--- config.mk ---
export PLATFORM = sky130hd
export DESIGN_NAME = multi_phase_traffic_controller
export DESIGN_NICKNAME = d
export VERILOG_FILES = /design/src/rtl/multi_phase_traffic_controller.sv
export SDC_FILE = /design/constraint.sdc
export NUM_CORES = 1
export LEC_CHECK = 0
export ABC_CLOCK_PERIOD_IN_PS = 3530
export BUFFER_PORTS_ARGS = -buffer_cell sky130_fd_sc_hd__buf_2
export CORE_ASPECT_RATIO = 1.1
export CORE_MARGIN = 2
export CORE_UTILIZATION = 50
export DETAILED_ROUTE_END_ITERATION = 8
export MAX_ROUTING_LAYER = met4
export PLACE_DENSITY = 0.65
export SETUP_SLACK_MARGIN = 0.15
export SYNTH_ARGS = -nofsm -noshare
export SYNTH_HDL_FRONTEND = slang
export SYNTH_SLANG_ARGS = --single-unit
--- constraint.sdc ---
create_clock -name clk -period 3.53 [get_ports clk]
set_input_delay 0.706 -clock clk [delete_from_list [all_inputs] [get_ports clk]]
set_output_delay 0.706 -clock clk [all_outputs]
set_load 0.01 [all_outputs]
--- src/rtl/multi_phase_traffic_controller.sv ---
// multi_phase_traffic_controller: round-robin GREEN/YELLOW/ALL-RED sequencer over NUM_ROADS approaches.
// Define TRAFFIC_PED_CROSSING_EN to add a pedestrian WALK phase (ped_req/walk, PED_TICKS).
module multi_phase_traffic_controller #(
    parameter int NUM_ROADS       = 4,
    parameter int TICK_DIV        = 50_000_000,
    parameter int GREEN_MIN_TICKS = 10,
    parameter int YELLOW_TICKS    = 3,
    parameter int ALLRED_TICKS    = 1,
    parameter int CNT_W           = 16
`ifdef TRAFFIC_PED_CROSSING_EN
    ,
    parameter int PED_TICKS       = 8
`endif
) (
    input  logic                         clk,
    input  logic                         rst,
    input  logic [NUM_ROADS-1:0]         req,
    output logic [3*NUM_ROADS-1:0]       lights,
    output logic [$clog2(NUM_ROADS)-1:0] phase,
    output logic [1:0]                   state
`ifdef TRAFFIC_PED_CROSSING_EN
    ,
    input  logic                         ped_req,
    output logic                         walk
`endif
);
    localparam int PW = $clog2(NUM_ROADS);
    localparam int DW = (TICK_DIV > 1) ? $clog2(TICK_DIV) : 1;

    typedef enum logic [1:0] {
        S_ALLRED = 2'b00,
        S_GREEN  = 2'b01,
        S_YELLOW = 2'b10
`ifdef TRAFFIC_PED_CROSSING_EN
        ,
        S_PED    = 2'b11
`endif
    } state_t;

    state_t                 r_state, w_state;
    logic [PW-1:0]          r_phase, w_phase, w_sel, w_idx;
    logic [DW-1:0]          r_pre;
    logic [CNT_W-1:0]       r_el, w_el;
    logic [NUM_ROADS-1:0]   r_pend, w_pend, w_busy, w_enter;
    logic [3*NUM_ROADS-1:0] r_lights, w_lights;
    logic                   w_tick, w_other;
`ifdef TRAFFIC_PED_CROSSING_EN
    logic                   r_ped_pend, r_walk;
`endif

    assign w_tick = (r_pre == DW'(TICK_DIV - 1));
    assign w_busy = (r_state == S_GREEN || r_state == S_YELLOW) ? (NUM_ROADS'(1) << r_phase) : '0;
`ifdef TRAFFIC_PED_CROSSING_EN
    assign w_other = (|(r_pend & ~w_busy)) | r_ped_pend;
`else
    assign w_other = |(r_pend & ~w_busy);
`endif

    // Nearest pending road after the current one; the descending scan lets the closest win.
    always_comb begin
        w_sel = '0;
        w_idx = '0;
        for (int k = NUM_ROADS; k >= 1; k--) begin
            w_idx = PW'((int'(r_phase) + k) % NUM_ROADS);
            if (r_pend[w_idx]) w_sel = w_idx;
        end
    end

    always_comb begin
        w_state = r_state;
        w_phase = r_phase;
        case (r_state)
            S_ALLRED:
                if (w_tick && r_el == CNT_W'(ALLRED_TICKS - 1)) begin
`ifdef TRAFFIC_PED_CROSSING_EN
                    if (r_ped_pend) w_state = S_PED;
                    else
`endif
                    begin
                        w_state = S_GREEN;
                        w_phase = w_sel;
                    end
                end
            S_GREEN:
                if (w_tick && r_el >= CNT_W'(GREEN_MIN_TICKS - 1) && w_other) w_state = S_YELLOW;
            S_YELLOW:
                if (w_tick && r_el == CNT_W'(YELLOW_TICKS - 1)) w_state = S_ALLRED;
`ifdef TRAFFIC_PED_CROSSING_EN
            S_PED:
                if (w_tick && r_el == CNT_W'(PED_TICKS - 1)) w_state = S_ALLRED;
`endif
            default: w_state = S_ALLRED;
        endcase
    end

    assign w_el    = (w_state != r_state) ? '0 :
                     (w_tick && r_el != '1) ? r_el + CNT_W'(1) : r_el;
    assign w_enter = (w_state == S_GREEN && r_state != S_GREEN) ? (NUM_ROADS'(1) << w_phase) : '0;
    assign w_pend  = (r_pend | (req & ~w_busy)) & ~w_enter;

    // Lights are decoded from the next state so they register on the same edge as state.
    always_comb begin
        w_lights = '0;
        for (int i = 0; i < NUM_ROADS; i++)
            w_lights[3*i +: 3] = (w_phase != PW'(i)) ? 3'b100 :
                                 (w_state == S_GREEN) ? 3'b001 :
                                 (w_state == S_YELLOW) ? 3'b010 : 3'b100;
    end

    always_ff @(posedge clk) begin
        if (!rst) begin
            r_state  <= S_ALLRED;
            r_phase  <= PW'(NUM_ROADS - 1);
            r_pre    <= '0;
            r_el     <= '0;
            r_pend   <= '0;
            r_lights <= {NUM_ROADS{3'b100}};
        end else begin
            r_state  <= w_state;
            r_phase  <= w_phase;
            r_pre    <= w_tick ? '0 : r_pre + DW'(1);
            r_el     <= w_el;
            r_pend   <= w_pend;
            r_lights <= w_lights;
        end
    end

`ifdef TRAFFIC_PED_CROSSING_EN
    always_ff @(posedge clk) begin
        if (!rst) begin
            r_ped_pend <= 1'b0;
            r_walk     <= 1'b0;
        end else begin
            r_ped_pend <= (r_ped_pend | ped_req) & ~(w_state == S_PED && r_state != S_PED);
            r_walk     <= (w_state == S_PED);
        end
    end

    assign walk = r_walk;
`endif

    assign lights = r_lights;
    assign phase  = r_phase;
    assign state  = r_state;
endmodule

==> results.md <==
* Final max-slew violation count at 0
* Filler Cell Count at about 600
* All-Layer GR Usage at 20.9%
* Slew HR at between 40% and 50%
* Final-report hold violation count at 0
* Final Setup Violations at 0
* Crit share post-route at 83.7%
* Post-CTS Hold Buffers at 0
* Port buffer count at 21
* Hpwl dp at 4550 um
* Die Area at around 0.0072 mm^2
* Worst hold path type: flop to flop
* Setup crit end kind: flop
* Initial antenna violation count at 0
* GP Congestion at 0.853
* Dpl cells at 464
* Max stage delay cell, worst path: or4_4
* Synthesized flop and latch total at 62
* Vias at 2702
* Worst R2R Start: r_pre[0]$_SDFF_PP0_
* Met2 Track Usage GR at between 30% and 40%
* Power Density at approximately 380 mW/mm^2
* # rows at 30
* GR Util met1 at 28.1%
* Maximum clock rate at between 300 and 400 MHz
* Async SR Flop Fraction at 0%
* Setup Total Neg Slack at 0 ns
* Cell taking the most area after synthesis: dfxtp_1
* Total power at 0.00139 W
* Hold path depth at 1
* Crit path buffers/inverters at 1
* Syn Inst Count at between 300 and 400
* Root Buffer: clkbuf_8
* N_diodes at 0
* Mapped Avg Cell Area at around 8.6 um^2
* Mapped Nets at 400
* Met3 usage at 4.29%
* Area occupied by multi-input gates at between 0.0015 and 0.002 mm^2
* Fin crit period at about 3.0 ns
* Top cells by count, synth: dfxtp_1 (62), nor2_1 (43), nand2_1 (28)
* Library cells used by synthesis at 50
* Synth Warn # at 0
* Storage element area at about 0.0012 mm^2
* Final design area excluding fillers at 0.00362 mm^2
* GR peak layer: met2
* Max IR drop VDD at 0.156 mV
* Die Ht at roughly 89 um
* Top-area cell type share of the netlist area at 38.0%
* Flop2flop setup slack at about 0.57 ns
* RSZ-0062 raised after global routing: false
* Post-DP Area at 0.00342 mm^2
* Register area share after synthesis at between 30% and 40%
* Maximum buffer depth of the clock tree at 2
* Crit path kind: flop to flop
* Antenna-violating nets left at 0
* Clock sink count at 62
* GRT Residual Overflow at 0
* Most numerous cell in the Yosys netlist: dfxtp_1
* Status: complete, no violations
* I/O Pins at 22
* Worst-path fanout max at 4
* CTS tree: done
* WHS Endpoint: r_pre[0]$_SDFF_PP0_
* Crit path depth at 10
* H-tree depth at 3
* DRT Wirelength at 6700 um
* Layout cell share with drive strength beyond 1 at 11.3%
* Global-route wire length before repair at ~11000 um
* Final Skew at 0.00878 ns
* Mapped Area at 0.00327 mm^2
* Post-synth EDFFs at 0
* Core Region at 0.00623 mm^2
* Hold_sp: r_pre[0]$_SDFF_PP0_
* Static leakage at 1.49 nW
* Via/cell ratio at ~5.6
* R2r endpoint: r_pend[2]$_SDFF_PN0_
* Worst EP required at about 3.8 ns
* Clock Latency Late Sink at 0.34 ns
* Worst-path clk slew at approximately 0.08 ns
* Worst r2r path cells at 10
* PostCTS Resize Cnt at 0
* Max incr delay on CP at 0.58 ns
* Chip Width at 81.1 um
* Via count of the first global-routing pass at between 2000 and 2500
* Post-route insts no fill at 480
* Nets at 417
* Predominant post-synthesis flop cell: dfxtp_1
* Initial core utilization at 52.5%
* Post-DR wirelength/cell at 14.0 um
* Largest net degree at the start of global routing at 24
* CP arrival at between 3 and 4 ns
* Max-Cap Viols at 0
* Top delay family on crit path: simple AND/OR/NAND/NOR gates
* Actual slew at the worst max-slew pin at 0.783 ns
* Top post-synthesis cells by area: dfxtp_1 (38%), ha_1 (6.1%), xor2_1 (5.4%), nor2_1 (4.9%), and4b_1 (4.6%)
* Setup Fix Bufs, Post-CTS at 0
* First-pass detailed-route iteration total at 4
* Initial DRC count at 102
* CTS Buf Count at 9
* Cell breakdown of the critical path: ha_1 > nand4_1 > or4_4 > o41ai_1 > a31oi_1 > o21a_1 > inv_1 > ha_1 > nor3b_1 > a21oi_1
* Area grow syn2layout at 10.8%
* Type of origin of the critical path: flop
* Crit-path most repeated cell: ha_1
* Residual DRC count at 0
-- cell families (layout without fill, tap and decap cells) --
family / after synthesis / count (layout) / synth area share, %
simple gates: 183 / 183 / 32.0
flops: 62 / 62 / 38.0
compound gates: 45 / 45 / 9.30
xor+xnor: 36 / 36 / 9.64
buf+inv: 33 / 55 / 4.06
fa+ha+maj: 16 / 16 / 6.12
mux: 3 / 3 / 0.957
-- flip-flops by register name, indices dropped and copies added, names as in the netlist --
register	count
phase	2
r_pre	26
state	2
r_el	16
lights	12
r_pend	4
-- layout make-up --
| type | count | share of cell area, % |
|---|---|---|
| inverter | 15 | 1.55 |
| timing repair buffer | 24 | 3.52 |
| multi-input combinational | 283 | 52.3 |
| clock buffer | 9 | 3.42 |
| tap | 80 | 2.76 |
| sequential | 62 | 34.3 |
| clock inverter | 7 | 2.14 |
-- report_power, final --
part	internal [W]	total, W	switching, W
clock	0.000334	0.000642	0.000307
sequential	0.000705	0.000714	0.00000932
combinational	0.0000171	0.0000366	0.0000195
total	0.00106	0.00139	0.000336
-- cells in the final DEF (no fill, tap or decap), types with 10 or more instances in the layout --
| cell | count |
|---|---|
| nor2_1 | 43 |
| nand3_1 | 20 |
| nand2_1 | 28 |
| dfxtp_1 | 62 |
| ha_1 | 16 |
| and4b_1 | 15 |
| xor2_1 | 20 |
| xnor2_1 | 16 |
| nand4_1 | 10 |
| inv_1 | 15 |
| nor3_1 | 14 |
| buf_2 | 21 |
-- worst max path at each step --
stage / to / start
final: r_pend[2]$_SDFF_PN0_ / r_pre[0]$_SDFF_PP0_
after detailed placement: lights[2]$_SDFF_PP1_ / r_pre[0]$_SDFF_PP0_
after floorplan: lights[2]$_SDFF_PP1_ / r_pre[0]$_SDFF_PP0_
after CTS: lights[2]$_SDFF_PP1_ / r_pre[0]$_SDFF_PP0_
after global placement: lights[2]$_SDFF_PP1_ / state[0]$_SDFF_PN0_
after global routing: r_pend[3]$_SDFF_PN0_ / state[0]$_SDFF_PN0_
-- routing by layer --
layer	part of all wire, %	vias to the layer above
li1	-	1381
met1	49	1266
met2	46	44
met3	3.3	11
met4	1.6	0
met5	0	-
-- stage by stage --
stage	util, %	hold slack, ns	worst slack (ns)
global route	58.1	0.497	0.245
CTS	58.1	0.450	0.575
floorplan	-	0.418	0.524
detailed placement	54.9	0.438	0.583
finish	58.1	0.449	0.574
global placement	54.9	0.428	0.637
Power figures use the tool's default switching activity.
